`config.mk`:
```
export PLATFORM = sky130hd
export DESIGN_NAME = phy_rx_lane_ctrl
export DESIGN_NICKNAME = d
export VERILOG_FILES = /design/src/rtl/phy_rx_lane_ctrl.sv
export SDC_FILE = /design/constraint.sdc
export NUM_CORES = 1
export LEC_CHECK = 0
export CAP_MARGIN = 15
export CELL_PAD_IN_SITES_DETAIL_PLACEMENT = 0
export CELL_PAD_IN_SITES_GLOBAL_PLACEMENT = 1
export CORE_AREA = 2 2 82 84
export DETAILED_ROUTE_END_ITERATION = 16
export DIE_AREA = 0 0 84 86
export GPL_TIMING_DRIVEN = 0
export PLACE_DENSITY = 0.91
export REMOVE_ABC_BUFFERS = 1
export SLEW_MARGIN = 20
export SYNTH_ARGS = -nofsm -noshare
export SYNTH_HDL_FRONTEND = slang
export SYNTH_SLANG_ARGS = --single-unit
```
`constraint.sdc`:
```
create_clock -name clk_4f -period 5.3 [get_ports clk_4f]
set_clock_uncertainty 0.2 [all_clocks]
set_input_delay 0.795 -clock clk_4f [delete_from_list [all_inputs] [get_ports clk_4f]]
set_output_delay 0.795 -clock clk_4f [all_outputs]
set_load 0.1 [all_outputs]
```
`src/rtl/phy_rx_lane_ctrl.sv`:
```
// ============================================================================
// phy_rx_lane_ctrl
//
// Purpose:
//   Two-lane receive controller for a byte-striped PHY link. It brings the
//   link up once both lanes report comma lock, buffers each lane in a small
//   2-entry FIFO, and de-stripes the lanes back into one byte stream by
//   strictly alternating lane 0, lane 1, lane 0, ... It drops into a sticky
//   FAIL state on lock timeout, loss of lock, or FIFO overflow.
//
// Ports:
//   clk_4f     in   1  byte-rate clock, all state updates on its rising edge
//   reset_L    in   1  asynchronous active-low reset
//   data_in0   in   8  lane-0 byte from its serial-to-parallel converter
//   valid_in0  in   1  lane-0 byte qualifier
//   active0    in   1  lane-0 comma-lock indicator
//   data_in1   in   8  lane-1 byte
//   valid_in1  in   1  lane-1 byte qualifier
//   active1    in   1  lane-1 comma-lock indicator
//   restart    in   1  synchronous request to re-run link bring-up
//   data_out   out  8  de-striped byte stream
//   valid_out  out  1  data_out qualifier
//   link_up    out  1  high only in RUN
//   error      out  1  high only in FAIL
//   state      out  2  current FSM state (IDLE=00, WAIT=01, RUN=10, FAIL=11)
//
// Parameters:
//   TIMEOUT_CYC  cycles allowed in WAIT for both lanes to lock (1..255)
// ============================================================================
module phy_rx_lane_ctrl #(
    parameter int TIMEOUT_CYC = 200
) (
    input  logic       clk_4f,
    input  logic       reset_L,
    input  logic [7:0] data_in0,
    input  logic       valid_in0,
    input  logic       active0,
    input  logic [7:0] data_in1,
    input  logic       valid_in1,
    input  logic       active1,
    input  logic       restart,
    output logic [7:0] data_out,
    output logic       valid_out,
    output logic       link_up,
    output logic       error,
    output logic [1:0] state
);

    typedef enum logic [1:0] {
        ST_IDLE = 2'b00,
        ST_WAIT = 2'b01,
        ST_RUN  = 2'b10,
        ST_FAIL = 2'b11
    } state_t;

    localparam logic [7:0] TIMEOUT_LAST = 8'(TIMEOUT_CYC - 1);

    state_t     state_q, state_d;
    logic [7:0] cnt_q, cnt_d;
    logic       ptr_q, ptr_d;
    logic [7:0] data_d;
    logic       valid_d;
    logic       link_d;
    logic       error_d;

    // Per-lane FIFO: head is the next byte to leave, tail the second entry.
    logic [7:0] head_q  [2];
    logic [7:0] head_d  [2];
    logic [7:0] tail_q  [2];
    logic [7:0] tail_d  [2];
    logic [1:0] count_q [2];
    logic [1:0] count_d [2];

    logic [7:0] din  [2];
    logic [1:0] push;
    logic [1:0] pop;
    logic       overflow;
    logic       both_active;

    assign din[0]      = data_in0;
    assign din[1]      = data_in1;
    assign push        = {valid_in1, valid_in0};
    assign both_active = active0 & active1;
    assign state       = state_q;

    // A lane can only be popped when the alternation pointer selects it, so
    // a push to a full FIFO is only safe on the lane being popped this cycle.
    always_comb begin
        overflow = 1'b0;
        for (int i = 0; i < 2; i++) begin
            pop[i] = (ptr_q == i[0]) && (count_q[i] != 2'd0);
            if (push[i] && (count_q[i] == 2'd2) && !pop[i]) begin
                overflow = 1'b1;
            end
        end
    end

    // Next-state and next-output logic. Any fault in RUN leaves the FIFOs
    // untouched and suppresses the pop, so the overflowing byte is dropped
    // and nothing more reaches the output.
    always_comb begin
        state_d = state_q;
        cnt_d   = cnt_q;
        ptr_d   = ptr_q;
        data_d  = data_out;
        valid_d = 1'b0;
        for (int i = 0; i < 2; i++) begin
            head_d[i]  = head_q[i];
            tail_d[i]  = tail_q[i];
            count_d[i] = count_q[i];
        end

        if (restart) begin
            state_d = ST_IDLE;
            cnt_d   = 8'd0;
            ptr_d   = 1'b0;
            for (int i = 0; i < 2; i++) begin
                count_d[i] = 2'd0;
            end
        end else begin
            case (state_q)
                ST_IDLE: begin
                    state_d = ST_WAIT;
                    cnt_d   = 8'd0;
                end
                ST_WAIT: begin
                    cnt_d = cnt_q + 8'd1;
                    if (both_active) begin
                        state_d = ST_RUN;
                        ptr_d   = 1'b0;
                        for (int i = 0; i < 2; i++) begin
                            count_d[i] = 2'd0;
                        end
                    end else if (cnt_q == TIMEOUT_LAST) begin
                        state_d = ST_FAIL;
                    end
                end
                ST_RUN: begin
                    if (!both_active || overflow) begin
                        state_d = ST_FAIL;
                    end else begin
                        for (int i = 0; i < 2; i++) begin
                            case (count_q[i])
                                2'd0: begin
                                    if (push[i]) begin
                                        head_d[i]  = din[i];
                                        count_d[i] = 2'd1;
                                    end
                                end
                                2'd1: begin
                                    if (push[i] && pop[i]) begin
                                        head_d[i] = din[i];
                                    end else if (push[i]) begin
                                        tail_d[i]  = din[i];
                                        count_d[i] = 2'd2;
                                    end else if (pop[i]) begin
                                        count_d[i] = 2'd0;
                                    end
                                end
                                default: begin
                                    // Full: only reachable with a pop, since
                                    // push-without-pop is an overflow.
                                    if (pop[i]) begin
                                        head_d[i] = tail_q[i];
                                        if (push[i]) begin
                                            tail_d[i] = din[i];
                                        end else begin
                                            count_d[i] = 2'd1;
                                        end
                                    end
                                end
                            endcase
                        end
                        if (pop[ptr_q]) begin
                            data_d  = head_q[ptr_q];
                            valid_d = 1'b1;
                            ptr_d   = ~ptr_q;
                        end
                    end
                end
                ST_FAIL: begin
                    state_d = ST_FAIL;
                end
                default: begin
                    state_d = ST_IDLE;
                end
            endcase
        end

        link_d  = (state_d == ST_RUN);
        error_d = (state_d == ST_FAIL);
    end

    always_ff @(posedge clk_4f or negedge reset_L) begin
        if (!reset_L) begin
            state_q   <= ST_IDLE;
            cnt_q     <= 8'd0;
            ptr_q     <= 1'b0;
            data_out  <= 8'h00;
            valid_out <= 1'b0;
            link_up   <= 1'b0;
            error     <= 1'b0;
            for (int i = 0; i < 2; i++) begin
                head_q[i]  <= 8'h00;
                tail_q[i]  <= 8'h00;
                count_q[i] <= 2'd0;
            end
        end else begin
            state_q   <= state_d;
            cnt_q     <= cnt_d;
            ptr_q     <= ptr_d;
            data_out  <= data_d;
            valid_out <= valid_d;
            link_up   <= link_d;
            error     <= error_d;
            for (int i = 0; i < 2; i++) begin
                head_q[i]  <= head_d[i];
                tail_q[i]  <= tail_d[i];
                count_q[i] <= count_d[i];
            end
        end
    end

endmodule

```
Word level (Yosys, flattened, before mapping):

Index checks and enable logic that the tools add are counted.

* add/subtract/negate cells: 1
* multipliers: 0
* div/mod/pow operators: 0
* $lt $le $gt $ge: 2
* equal/unequal tests: 29
* shift operators: 0
* muxes and demuxes: 57
* bitwise logic cells: 7
* reductions and logical operators: 31

Operators by type and width (count)
* 2-to-1 mux 8 bit: 16
* one-hot mux 8 bit (2 select lines): 5
* 2-to-1 mux 2 bit: 16
* AND reduction 6 bit: 4
* inequality test 5 x 3 -> 1 bit, second input constant: 4
* inequality test 4 bit, second input constant: 4
* AND reduction 8 bit: 2
* == test 2 bit, second input constant: 6
* 2-to-1 mux 1 bit: 12
* 2-to-1 mux 4 bit: 3
* inequality test 2 bit, second input constant: 6
* nonzero test 3 bit: 4
* inequality test 5 bit, second input constant: 2
* inequality test 3 bit, second input constant: 3
* adder 8 x 1 -> 8 bit, second input constant: 1
* == test 8 bit, second input constant: 1
* logical AND 1 bit: 8
* one-hot mux 2 bit (2 select lines): 2
* one-hot mux 2 bit (4 select lines): 1
* one-hot mux 4 bit (2 select lines): 1
* AND reduction 4 bit: 2
* nonzero test 2 bit: 4
* == test 2 x 1 -> 1 bit, second input constant: 3
* zero test 2 bit: 3
* 8 further kinds: 14

* register bits after elaboration: 58
* latch bits: 0
* RAM bits: 0
* memory bits (read-only): 0
* bits of input ports: 23
* output and inout port bits: 13
* memories: 0

Logic depth before layout (Yosys ltp):

* depth in word-level cells: 11
* gate-level depth with buffers: 7
* mapped depth without buffers: 6

Least setup slack after synthesis:

No wires, ideal clock.

* kind: reg-to-reg
* from: register state_q[1] (netlist: state[1])
* to: register tail_q[10] (netlist name)
* data arrival time: 2.470 ns
* slack: 2.505 ns
* stages on the path, launching flop included: 7
* buffers on the path: 1
* period minus slack after synthesis: 2.795 ns
* cell sequence: dfrtp_1 buf_2 and2b_2 nand2b_4 or3_1 nor2_2 mux2_2

* longest elaborated chain between the ends: 2

Ends and longest elaborated chain
* start, declared: line 58 `state_t state_q, state_d;`
* start signal, assigned: line 209 `state_q <= state_d;`
* == test 2 bit: line 121 `case (state_q)`
* AND reduction 6 bit (no source line)
* end signal, assigned by index: line 218 `tail_q[i] <= tail_d[i];`
* end, declared: line 69 `logic [7:0] tail_q [2];`

No other way between the ends.
A chain may end at the register's enable or synchronous reset.

Final worst setup path:

* from: register state_q[1] (netlist: state[1])
* to: output port state[1]

RTL lines
* end, declared: line 46 `output logic [1:0] state`

No word-level cell between the ends.

==> flow_metrics.env <==
export IMPL_outcome="complete, no violations"
export IMPL_cts_resized=0
export IMPL_drive_above_1_share=0.221
export IMPL_final_core_util=0.557
export IMPL_relSlewSlack=0.341
export IMPL_path_cells="clkdlybuf4s50_1"
export IMPL_synthTopCellsByArea="dfrtp_1, mux2_2, mux2i_1, mux2_4, nor2_1"
export IMPL_diodes=0
export IMPL_cp_start_kind="flip-flop"
export IMPL_cp_num_buf_inv=1
export IMPL_grt_max_degree=59
export IMPL_avgRoutedWirePerCell_um=14.9
export IMPL_synth_compound_gate_area_share=0.113
export IMPL_fp_dieH_um=86
export IMPL_route_detailed_drc=0
export IMPL_rsz0062_at_grt="no"
export IMPL_design_area_um2=3500
export IMPL_clk_insertion_delay_late_ns=0.34
export IMPL_synth_top_family_by_area="multiplexers"
export IMPL_path_clk_slew_ns=0.07
export IMPL_ant_nets=0
export IMPL_placed_cell_area_um2=3250
export IMPL_slowest_delay_ns=1.24
export IMPL_synth_cell_area_um2=2870
export IMPL_vias=2013
export IMPL_first_iter_violations=88
export IMPL_cpLargestDelayFamily="buffers and inverters"
export IMPL_synthAdderAreaFrac=0.00436
export IMPL_power_share_clock=0.459
export IMPL_dieArea_um2=7220
export IMPL_p_sw_uw=257
export IMPL_seqPwrFrac=0.446
export IMPL_antenna_found_initial=0
export IMPL_cp_max_fo=19
export IMPL_pre_cts_slack_ns=1.94
export IMPL_synth_edf_count=0
export IMPL_yosysTopAreaCell="dfrtp_1"
export IMPL_leakage_uw=0.00156
export IMPL_setup_viol_count_final=0
export IMPL_cp_required_ns=4.30
export IMPL_ys_seq_area_frac=0.506
export IMPL_switching_share=0.237
export IMPL_finalCritPeriodShare=0.619
export IMPL_cp_arrival_ns=2.29
export IMPL_root_buffer="clkbuf_8"
export IMPL_slowest_stage="clkdlybuf4s50_1"
export IMPL_post_synth_top_count_cell="dfrtp_1"
export IMPL_async_flop_share=1.00
export IMPL_drv_slew=0
export IMPL_htreeDepth=3
export IMPL_synth_flop_cell="dfrtp_1"
export IMPL_cts_tree="built"
export IMPL_detailed_place_hpwl_mm=3.60
export IMPL_yosys_top_cells_count="dfrtp_1, nor2_1, mux2_2, a21oi_1, mux2i_1"
export IMPL_fin_nets=308
export IMPL_synth_cell_type_count=42
export IMPL_yosys_warnings=0
export IMPL_dr_pass1_iters=4
export IMPL_initial_core_util=0.457
export IMPL_syn_area_per_cell_um2=11.4
export IMPL_synth_xor_area_frac=0
export IMPL_io_pins=36
export IMPL_syn_to_final_growth_pct=22.0
export IMPL_max_cap_viol_count=0
export IMPL_io_buffers=35
export IMPL_syn_inst=251
export IMPL_fin_crit_ns=3.28
export IMPL_grt_remaining_overflow=0
export IMPL_hold_class="in -> async"
export IMPL_cts_setup_buffers=0
export IMPL_grt_pass1_vias=1982
export IMPL_gp_congestion=0.725
export IMPL_cts_hold_fix_buffers=0
export IMPL_core_um2=6280
export IMPL_clock_fmax_ghz=0.305
export IMPL_endpoint_kind="output port"
export IMPL_hold_viol_final=0
export IMPL_track_usage=0.167
export IMPL_synthMuxAreaShare=0.218
export IMPL_worst_pin_slew_ns=0.985
export IMPL_clock_sinks=58
export IMPL_power_frac_comb=0.095
export IMPL_cts_buffers=9
export IMPL_clk_path_buf_depth=2
export IMPL_crit_type="reg -> out"
export IMPL_power_density_nw_per_um2=310
export IMPL_ys_ff_latch=58
export IMPL_synth_simple_gate_area_frac=0.127
export IMPL_fp_dieW_um=84
export IMPL_placementRows=29
export IMPL_power_uw=1080
export IMPL_tns_ns=0
export IMPL_viasPerCell=5.50
export IMPL_grt_pass1_wl_mm=9.49
export IMPL_yosysTopAreaCellShare=0.506
export IMPL_ir_drop_uv=201
export IMPL_fin_ws_ns=2.02
export IMPL_internal_power_uw=827
export IMPL_routed_wl_mm=5.45
## state kept, by name (all words and copies together), names as in the netlist
name,flops
cnt_q,8
count_q,4
data_out,8
error,1
head_q,16
link_up,1
ptr_q,1
state,2
tail_q,16
valid_out,1
## through the flow
step           instances  hold slack [ns]
2_1_floorplan        238            0.280
5_1_grt              366            0.326
3_5_place_dp         350            0.296
3_3_place_gp         350            0.289
6_report             366            0.297
4_1_cts              366            0.311
## layout by cell type, fill, tap and decap left out, types with 2 or more instances in the layout
cell type	count
a21o_1	3
bufinv_16	2
inv_1	4
nand4_1	2
nor2b_1	2
a21oi_1	22
clkdlybuf4s50_1	34
clkbuf_8	13
mux2_4	8
o21ai_0	6
nand2_1	7
a22oi_1	6
nand3b_1	2
nor3_1	5
or3_1	2
mux2i_1	19
dfrtp_1	58
nand3_1	5
mux2_2	28
nand2b_1	2
a31o_2	2
o22ai_1	2
o211ai_1	2
and3_1	3
nor2_1	31
o31ai_1	2
## power by group through the flow
stage,Combinational (µW),Clock [µW],Sequential [µW]
4_1_cts,104,512,484
2_1_floorplan,44.5,0,502
3_3_place_gp,102,0,491
3_5_place_dp,104,0,492
6_report,103,498,483
5_1_grt,115,527,486
## worst paths after layout
path,startpoint,to,slack (ns),cells after the start
min in group clk_4f,tail_q[10],tail_q[10],0.31,1
min,reset_L,cnt_q[6],0.30,1
max,state[1],state[1],2.02,1
max in group asynchronous,reset_L,head_q[2],4.10,1
max reg2reg,ptr_q,data_out[4],2.44,5
min reg2reg,tail_q[10],tail_q[10],0.31,1
## layout make-up
cell class,instances,area (µm²)
Clock buffer,13,179
Clock inverter,3,68.8
Fill cell,565,2780
Inverter,5,18.8
Multi-Input combinational cell,175,1340
Sequential cell,58,1450
Tap cell,77,96.3
Timing Repair Buffer,35,348
## layer usage
metal | global-route usage | up-vias | routed length [µm]
met4 | 0.0543 | 0 | 41
met1 | 0.209 | 989 | 2550
met2 | 0.268 | 50 | 2630
met5 | 0 | - | 0
li1 | - | 968 | -
met3 | 0.0645 | 6 | 237
## kinds of logic (layout without fill, tap and decap cells)
kind of cell / after synthesis / after routing
simple gates: 69 / 69
buf+inv: 18 / 56
compound gates: 50 / 50
mux: 55 / 55
flops: 58 / 58
fa+ha+maj: 1 / 1
(Power assumes the default switching activity.)
